--- src/rtl/inst_prefetch_queue.sv ---
// inst_prefetch_queue
//   Circular byte queue between instruction fetch and the decoder. Fetch
//   pushes one byte per cycle. The decoder sees a PEEK-byte window that
//   starts at the head, so the opcode and its operands arrive together.
//   The decoder retires 1..PEEK bytes per cycle. A taken branch flushes the
//   whole queue.
//
// Ports
//   queue_clk        clock, rising edge
//   queue_reset      asynchronous active-high reset
//   queue_flush      synchronous flush; wins over push and pull
//   queue_in/push    fetched byte and its write strobe
//   queue_ready      space available (count < DEPTH)
//   queue_out        head window, byte i at [i*DATA_W +: DATA_W], byte 0 = head
//   queue_valid      thermometer valid per window byte (count > i)
//   queue_pull/len   retire queue_pull_len bytes (1..PEEK)
//   queue_pull_err   one-cycle pulse after a rejected pull
//   queue_count      occupancy 0..DEPTH
//   queue_empty/full occupancy flags
module inst_prefetch_queue #(
    parameter int DATA_W = 8,
    parameter int DEPTH  = 16,   // power of two, >= PEEK, >= 2
    parameter int PEEK   = 3,
    parameter int CNT_W  = $clog2(DEPTH + 1),
    parameter int LEN_W  = $clog2(PEEK + 1)
) (
    input  logic                   queue_clk,
    input  logic                   queue_reset,
    input  logic                   queue_flush,
    input  logic [DATA_W-1:0]      queue_in,
    input  logic                   queue_push,
    output logic                   queue_ready,
    output logic [PEEK*DATA_W-1:0] queue_out,
    output logic [PEEK-1:0]        queue_valid,
    input  logic                   queue_pull,
    input  logic [LEN_W-1:0]       queue_pull_len,
    output logic                   queue_pull_err,
    output logic [CNT_W-1:0]       queue_count,
    output logic                   queue_empty,
    output logic                   queue_full
);

    localparam int PTR_W = $clog2(DEPTH);

    logic [DATA_W-1:0] mem [DEPTH];
    logic [PTR_W-1:0]  head, tail;
    logic [CNT_W-1:0]  count;
    logic              pull_err;

    logic              push_ok, pull_ok, pull_bad;
    logic [CNT_W-1:0]  pull_amt;

    // Push/pull decisions use only the registered count: a pull in the same
    // cycle never makes room for that cycle's push.
    assign push_ok  = queue_push & (count < CNT_W'(DEPTH)) & ~queue_flush;
    assign pull_bad = (queue_pull_len > LEN_W'(PEEK)) |
                      (CNT_W'(queue_pull_len) > count);
    assign pull_ok  = queue_pull & (queue_pull_len != '0) & ~pull_bad & ~queue_flush;
    assign pull_amt = pull_ok ? CNT_W'(queue_pull_len) : '0;

    // Storage is deliberately not reset; the valid mask hides stale entries.
    always_ff @(posedge queue_clk) begin
        if (push_ok)
            mem[tail] <= queue_in;
    end

    always_ff @(posedge queue_clk or posedge queue_reset) begin
        if (queue_reset) begin
            head     <= '0;
            tail     <= '0;
            count    <= '0;
            pull_err <= 1'b0;
        end else if (queue_flush) begin
            head     <= '0;
            tail     <= '0;
            count    <= '0;
            pull_err <= 1'b0;
        end else begin
            if (push_ok)
                tail <= tail + 1'b1;
            if (pull_ok)
                head <= head + PTR_W'(queue_pull_len);
            count    <= count + CNT_W'(push_ok) - pull_amt;
            // A zero-length pull counts as a no-op, not as an error.
            pull_err <= queue_pull & (queue_pull_len != '0) & pull_bad;
        end
    end

    // Head window: the pointer sum wraps modulo DEPTH on its own.
    for (genvar i = 0; i < PEEK; i++) begin : g_win
        logic [PTR_W-1:0] idx;
        assign idx            = head + PTR_W'(i);
        assign queue_valid[i] = count > CNT_W'(i);
        assign queue_out[i*DATA_W +: DATA_W] = queue_valid[i] ? mem[idx] : '0;
    end

    assign queue_count    = count;
    assign queue_empty    = (count == '0);
    assign queue_full     = (count == CNT_W'(DEPTH));
    assign queue_ready    = ~queue_full;
    assign queue_pull_err = pull_err;

endmodule

--- config.mk ---
export PLATFORM = sky130hd
export DESIGN_NAME = inst_prefetch_queue
export DESIGN_NICKNAME = d
export VERILOG_FILES = /design/src/rtl/inst_prefetch_queue.sv
export SDC_FILE = /design/constraint.sdc
export NUM_CORES = 1
export LEC_CHECK = 0
export CORE_ASPECT_RATIO = 1.25
export CORE_UTILIZATION = 45
export CTS_BUF_LIST = sky130_fd_sc_hd__clkbuf_4 sky130_fd_sc_hd__clkbuf_8
export CTS_CLUSTER_DIAMETER = 150
export DETAILED_ROUTE_END_ITERATION = 12
export PLACE_DENSITY = 0.66
export SYNTH_ARGS = -nofsm -noshare
export SYNTH_HDL_FRONTEND = slang
export SYNTH_SLANG_ARGS = --single-unit
--- constraint.sdc ---
create_clock -name queue_clk -period 2.95 [get_ports queue_clk]
set_clock_uncertainty 0.2 [all_clocks]
set_input_delay 0.4425 -clock queue_clk [delete_from_list [all_inputs] [get_ports queue_clk]]
set_output_delay 0.4425 -clock queue_clk [all_outputs]
set_load 0.05 [all_outputs]
==> parameters.txt, run 1 <==
Parameter                              Value

Run status
  Status ... finished, violations left
  Failing checks ... negative setup slack

Synth
  Mean Syn Cell Area ... approximately 17 um2
  Proportion of register bits with asynchronous set or reset after synthesis ... about a tenth
  Total of warnings raised by yosys ... 0
  Synthesized instance count ... 476
  Synth cell types ... 40
  Syn_nets ... about 510
  Sequential fraction of the synthesis area ... between 50% and 60%
  Count of flip-flops with a built-in enable after synthesis ... 128
  Synth Cell Area ... between 8000 and 9000 um2
  Seq cells post-synth ... approximately 140
  Predominant post-synthesis flop cell ... sky130_fd_sc_hd__edfxtp_1

Routing
  Total number of vias ... roughly 5600
  ANT nets after route ... 0
  DRT Wirelength ... about 24000 um
  DRC Markers ... 0
  Average wire length per cell after detail routing ... around 28 um
  First-iteration detailed-routing DRC count ... around 550
  Total iterations of the first detailed-routing run ... 5
  Via-per-instance ratio ... around 6.4

Finish
  Area of combinational cells with multiple inputs ... 4106 um2
  Finished Layout Cells ... 873
  Final antenna diode count ... 0
  Share of cells above drive strength 1 ... 54.39%
  Number of nets at the end of the flow ... 672
  Register Area ... 4207 um2
  Layout area overhead ... 35.13%
  Final design area excluding fillers ... approximately 11000 um2
  Number of inserted filler cells in the final layout ... ~1200

Placement
  Dpl hpwl ... 14690 um
  Placer congestion estimate ... roughly 0.85
  Post-Place Cell Area ... around 9400 um2
  PortBufs ... 50
  Post-placement cell count ... slightly below 800

Pwr
  Static Leak ... around 3.8 nW
  VDD IR max ... a little under 1 mV
  Pwr Density ... 779.5 nW/um2
  Final total power ... 0.008576 W

Clocking
  Clock insertion delay at the later pin of the skew report ... about 0.44 ns
  Clock Path Buffers ... 2
  Number of buffers added by the clock tree synthesis step ... 17
  Number of buffers inserted by hold repair at cts ... 0
  H-tree levels ... 4
  Clock Pin Slew Worst Setup and Hold Paths ... roughly 0.080 ns
  CTS tree ... done
  CTS Sinks ... between 100 and 150
  Clock root buffer ... sky130_fd_sc_hd__clkbuf_8

Floorplanning
  Site row count ... 54
  Floorplan die area ... about 19000 um2
  Core box area ... 17570 um2
  Vertical extent of the die ... about 150 um
  Die X ... 122.3 um
  Top-level I/O count ... between 50 and 60
  Starting density of the core ... 46.35%

Worst setup path
  Worst r2r src ... queue_count[1]
  Crit path arrival time ... roughly 2.6 ns
  Largest stage delay on the critical path ... ~0.52 ns
  CP Max Fanout ... 12
  Destination of the worst register-to-register timing path ... queue_count[4]
  Reg2reg setup slack ... -0.16 ns
  Cells along the critical path ... ha_4, buf_12, buf_12, mux4_2, mux2_4, a22o_1, buf_6
  Cell occurring most often along the worst timing path ... sky130_fd_sc_hd__buf_12
  Worst endpoint required time ... roughly 2.3 ns
  Worst r2r path cells ... 15
  Worst setup startpoint ... head[0]
  Worst path slowest cell ... sky130_fd_sc_hd__dfrtp_4
  Startpoint class of the critical path ... flop
  Kind of critical path ... flop to output port
  Endpoint type of the worst setup path ... output port

Global routing
  All-Layer GR Usage ... between 20 and 30%
  Via count of the first global-routing pass ... ~5800
  Initial antenna violation count ... 0
  Maximum number of pins on one net before global-route repair ... 30
  Wire length of the first global-routing pass ... roughly 35000 um
  Overall overflow remaining after global route ... 0

STA
  Tcrit/Tclk final ... 110.2%
  Final number of max-transition violations ... 0
  Post-layout minimum cycle time ... between 3 and 4 ns
  Final hold violation count ... 0
  Least-Margin Pin Slew ... between 0.7 and 0.8 ns
  Count of final setup violators ... 20
  Slew margin rel. ... 50.70%
  Post-layout worst setup margin ... -0.3018 ns
  Unrepaired setup endpoints after global routing ... true
  Upper clock frequency limit ... 0.3075 GHz

Run
  Total of max-cap violations ... 0

Worst hold path
  Hold/Removal Path Class ... input pin to asynchronous set/reset pin
-- state kept, by name (all words and copies together), names as in the netlist --
name	count
mem	128
queue_count	5
head	4
tail	4
queue_pull_err	1
-- cell usage in the layout, fill, tap and decap left out, types with 4 or more instances in the layout --
master                            count
sky130_fd_sc_hd__mux2i_1             13
sky130_fd_sc_hd__mux2i_4              9
sky130_fd_sc_hd__edfxtp_1           128
sky130_fd_sc_hd__nand2_1             12
sky130_fd_sc_hd__nand3_1              6
sky130_fd_sc_hd__buf_4               87
sky130_fd_sc_hd__buf_16               9
sky130_fd_sc_hd__inv_6                5
sky130_fd_sc_hd__mux2_4               7
sky130_fd_sc_hd__buf_12              17
sky130_fd_sc_hd__a22o_1               7
sky130_fd_sc_hd__o22ai_2             13
sky130_fd_sc_hd__ha_4                 7
sky130_fd_sc_hd__a21oi_1              6
sky130_fd_sc_hd__inv_1               14
sky130_fd_sc_hd__clkdlybuf4s50_1     21
sky130_fd_sc_hd__clkbuf_8            17
sky130_fd_sc_hd__dfrtp_1              6
sky130_fd_sc_hd__ha_1                11
sky130_fd_sc_hd__mux4_2              89
sky130_fd_sc_hd__buf_6               25
sky130_fd_sc_hd__dfrtp_2              7
sky130_fd_sc_hd__mux2_2              11
sky130_fd_sc_hd__mux2i_2             10
sky130_fd_sc_hd__mux4_1               7
sky130_fd_sc_hd__nor2b_1              6
sky130_fd_sc_hd__nor3_1               4
sky130_fd_sc_hd__buf_8                8
sky130_fd_sc_hd__nor2_1              24
-- layout make-up --
cell class	count	area share (%)
multi-input combinational	284	37.33
sequential	142	38.23
inverter	17	0.5800
tap	224	2.547
timing repair buffer	174	17.73
clock inverter	15	1.456
clock buffer	17	2.127
-- logic make-up (layout without fill, tap and decap cells) --
kind of cell	after synthesis	in the layout	synth area share (%)
XOR/XNOR	8	8	0.9529
buffers and inverters	50	223	3.427
adder cells (fa/ha/maj)	21	21	3.412
multiplexers	146	146	33.35
AO/OA/AOI/OAI	39	39	3.135
flip-flops	142	142	51.51
AND/OR/NAND/NOR	70	70	4.211
-- cells in the mapped netlist, drive strengths merged (2+ instances only) --
master	number	area (um2)
a22o	8	70.07
nand2b	4	25.02
ha	19	237.7
inv	17	63.81
edfxtp	128	3844
xnor2	3	26.28
clkbuf	4	16.26
buf	29	198.9
nand2	13	48.80
o21ai	4	20.02
xor2	5	51.30
nor2	25	93.84
nand3	6	30.03
fa	2	40.04
o22ai	16	100.1
mux2	18	202.7
a21oi	8	40.04
nor2b	9	56.30
mux2i	32	320.3
nor4b	2	17.52
nor3	4	20.02
dfrtp	14	350.3
mux4	96	2192
-- per-stage QoR --
| step | utilization (%) | setup slack [ns] | hold WS (ns) | setup TNS, ns |
|---|---|---|---|---|
| 2_1_floorplan | - | -0.1696 | 0.1314 | -1.954 |
| 3_3_place_gp | 53.49 | -0.5339 | 0.4105 | -1.443 |
| 3_5_place_dp | 53.49 | -0.6199 | 0.4420 | -1.705 |
| 4_1_cts | 61.40 | -0.3186 | 0.1797 | -3.018 |
| 5_1_grt | 62.63 | -0.3529 | 0.2450 | -4.167 |
| 6_report | 62.63 | -0.3018 | 0.1784 | -2.564 |
-- power breakdown --
group	internal, W	total, W	switching [W]
clock network	0.000761	0.00155	0.000786
registers	0.00226	0.00231	0.0000526
logic	0.00219	0.00472	0.00253
total	0.00521	0.00858	0.00337
-- how the worst max path moves through the flow --
stage	endpoint	slack, ns
after detailed placement	queue_count[4]	-0.62
after CTS	queue_out[15]	-0.32
final	queue_out[9]	-0.30
after global placement	queue_count[4]	-0.53
after global routing	queue_out[15]	-0.35
after floorplan	queue_count[4]	-0.17
-- worst max-delay path, delay by kind of cell (launching register included) --
family          cells  cell delay, ns
mux                 2            0.62
compound gates      1            0.27
buf+inv             3            0.46
fa+ha+maj           1            0.28
flops               1            0.52
-- what timing repair did --
action                                  in CTS  in global routing
gates resized for setup                     88                 52
pin swaps                                   14                 26
setup buffers                               44                 15
endpoints found under the setup margin      26                 32
gates cloned                                 9                  2
-- per-layer routing --
metal	share of wire, %	up-vias	wire length [um]	GRT usage, %
met1	36	2892	8855	33.95
met4	4.3	0	1038	12.83
li1	-	2304	-	-
met2	52	353	12600	44.33
met5	0	-	0	0
met3	7.8	71	1892	4.528
No activity file was read; power rests on OpenSTA's default activity.
==> inputs of run 2 (changes only) <==
Settings changed: CAP_MARGIN set to 0, PLACE_DENSITY 0.66 to unset.
Clock period 2.95 ns to 3.6 ns, I/O delays scaled along.
==> run 2 against run 1 <==
  * The run now ends clean
  * Non-clock buffer count is 75 lower
  * Total power is 26% lower
  * Sequential power is 17% lower
  * Clock power is 3% lower
  * Cell area is 12% lower
  * Utilization is 7.4 points lower
  * Critical path depth stayed put
  * Setup slack better by 0.40 ns
  * Sequential share of layout area is 5.1 points higher
  * Largest power group unchanged
==> parameters.txt, run 2 (same netlist as run 1, synthesis figures left out) <==
Parameter                              Value

Routing
  Total iterations of the first detailed-routing run ... 5 (unchanged)
  DRC Markers ... 0 (unchanged)
  ANT nets after route ... 0 (unchanged)
  DRT Wirelength ... 20500 um (-16%)
  Total number of vias ... 4998 (-11%)
  First-iteration detailed-routing DRC count ... 461 (-16%)
  Via-per-instance ratio ... 6.263 (-2.7%)
  Average wire length per cell after detail routing ... 25.69 um (-8.0%)

Run status
  Status ... finished, final reports clean

Clocking
  Clock Path Buffers ... 2 (unchanged)
  Clock root buffer ... sky130_fd_sc_hd__clkbuf_8
  Number of buffers added by the clock tree synthesis step ... 17 (unchanged)
  Clock insertion delay at the later pin of the skew report ... 0.44 ns (about the same)
  Clock Pin Slew Worst Setup and Hold Paths ... 0.08 ns (about the same)
  Number of buffers inserted by hold repair at cts ... 0 (unchanged)
  CTS tree ... done
  CTS Sinks ... 142 (unchanged)
  H-tree levels ... 4 (unchanged)

Global routing
  Wire length of the first global-routing pass ... 31020 um (-12%)
  All-Layer GR Usage ... 23.63% (-3.2 points)
  Maximum number of pins on one net before global-route repair ... 60 (+100%)
  Via count of the first global-routing pass ... 5062 (-13%)
  Initial antenna violation count ... 0 (unchanged)
  Overall overflow remaining after global route ... 0 (unchanged)

Floorplanning
  Starting density of the core ... 46.35% (unchanged)
  Core box area ... 17570 um2 (unchanged)
  Top-level I/O count ... 51 (unchanged)
  Die X ... 122.3 um (unchanged)
  Floorplan die area ... 18640 um2 (unchanged)
  Vertical extent of the die ... 152.4 um (unchanged)
  Site row count ... 54 (unchanged)

Worst setup path
  Worst r2r src ... queue_count[2]
  Destination of the worst register-to-register timing path ... queue_count[4]
  CP Max Fanout ... 16 (+4)
  Worst endpoint required time ... 2.86 ns (+0.55 ns)
  Endpoint type of the worst setup path ... output port
  Startpoint class of the critical path ... flop
  Crit path arrival time ... 2.76 ns (+0.15 ns)
  Worst r2r path cells ... 15 (unchanged)
  Reg2reg setup slack ... 0.42 ns (+0.58 ns)
  Kind of critical path ... flop to output port

Finish
  Layout area overhead ... 19.19%
  Leading cell types in the layout, fill and taps excluded ... sky130_fd_sc_hd__edfxtp_1 (128), sky130_fd_sc_hd__mux4_2 (88), sky130_fd_sc_hd__buf_4 (58)
  Area of combinational cells with multiple inputs ... 3684 um2 (-10%)
  Final antenna diode count ... 0 (unchanged)
  Register Area ... 4203 um2 (about the same)
  Number of nets at the end of the flow ... 597 (-11%)
  Share of cells above drive strength 1 ... 37.63% (-17 points)
  Number of inserted filler cells in the final layout ... 1436 (+17%)
  Utilization of the core after routing ... 55.24% (-7.4 points)
  Number of flip-flops under the largest register name ... 128 (unchanged)
  Commonest non-fill, non-tap cell in the layout ... sky130_fd_sc_hd__edfxtp_1
  Largest register by flop count ... mem

Pwr
  Static Leak ... 3.248 nW (-15%)
  Pwr Density ... 655.1 nW/um2 (-16%)
  VDD IR max ... 0.3967 mV (-59%)

STA
  Count of final setup violators ... 0 (-100%)
  Unrepaired setup endpoints after global routing ... false
  Upper clock frequency limit ... about 0.29 GHz
  Final number of max-transition violations ... 0 (unchanged)
  Tcrit/Tclk final ... 97.22%
  Least-Margin Pin Slew ... 0.6921 ns (-0.04412 ns)
  Post-layout minimum cycle time ... around 3.5 ns
  Final hold violation count ... 0 (unchanged)
  Slew margin rel. ... 53.81% (+3.1 points)
  Post-layout worst setup margin ... 0.1002 ns (+0.4021 ns)

Placement
  Placer congestion estimate ... 0.8242 (-3.6%)
  Dpl hpwl ... 14070 um (-4.2%)
  Pre-CTS WS ... -0.1499 ns (+0.4700 ns)
  PortBufs ... 50 (unchanged)

Worst hold path
  Hold/Removal Path Class ... input pin to asynchronous set/reset pin

Run
  Total of max-cap violations ... 0 (unchanged)
[run 2: critical path: stages (launching register included)]
cell and delay [ns]:
sky130_fd_sc_hd__dfrtp_4 0.61, sky130_fd_sc_hd__ha_1 0.26, sky130_fd_sc_hd__nand2_1 0.11, sky130_fd_sc_hd__xor2_2 0.13, sky130_fd_sc_hd__buf_4 0.32, sky130_fd_sc_hd__mux2_2 0.37
sky130_fd_sc_hd__a22o_1 0.29, sky130_fd_sc_hd__buf_4 0.21
[run 2: layout make-up]
| class | instances | share of cell area, % |
|---|---|---|
| inverter | 17 | 0.6576 |
| sequential | 142 | 43.31 |
| tap | 224 | 2.888 |
| timing repair buffer | 99 | 10.20 |
| clock inverter | 9 | 1.857 |
| clock buffer | 23 | 3.133 |
| multi-input combinational | 284 | 37.96 |
[run 2: how the worst max path moves through the flow]
stage,from,to,depth (start not counted)
after floorplan,queue_count[1],queue_count[4],15
after global placement,queue_pull_len[1],queue_count[4],15
after detailed placement,queue_pull_len[1],queue_count[4],15
after CTS,head[0],queue_out[15],6
after global routing,head[2],queue_out[21],6
final,head[2],queue_out[13],7
[run 2: metal layers]
layer / share of wire (%) / vias to the layer above / GRT usage (%)
met5: 0 / - / 0
met4: 1.8 / 0 / 7.491
met3: 8.9 / 24 / 6.025
met2: 49 / 262 / 36.89
met1: 40 / 2564 / 32.42
li1: - / 2148 / -
[run 2: power by group]
part / internal [W] / switching (W) / leakage, nW
Clock: 0.000917 / 0.000581 / 0.244
Combinational: 0.00120 / 0.00175 / 1.67
Sequential: 0.00185 / 0.0000555 / 1.34
[run 2: metrics by stage]
stage | total power, W | instances | instance area, um2 | hold WS [ns] | TNS [ns]
floorplan | 0.003850 | 476 | 8142 | 0.2292 | 0
global placement | 0.004847 | 765 | 9166 | 0.4118 | -0.06138
detailed placement | 0.004863 | 765 | 9166 | 0.4210 | -0.1499
CTS | 0.006368 | 797 | 9656 | 0.2562 | 0
global route | 0.006638 | 798 | 9704 | 0.3084 | 0
finish | 0.006358 | 798 | 9704 | 0.2632 | 0
[run 2: timing repair]
action,4_1_cts,5_1_grt
gates resized for setup,2,4
setup endpoints to repair,8,2
setup buffers,0,0
gates cloned,0,1
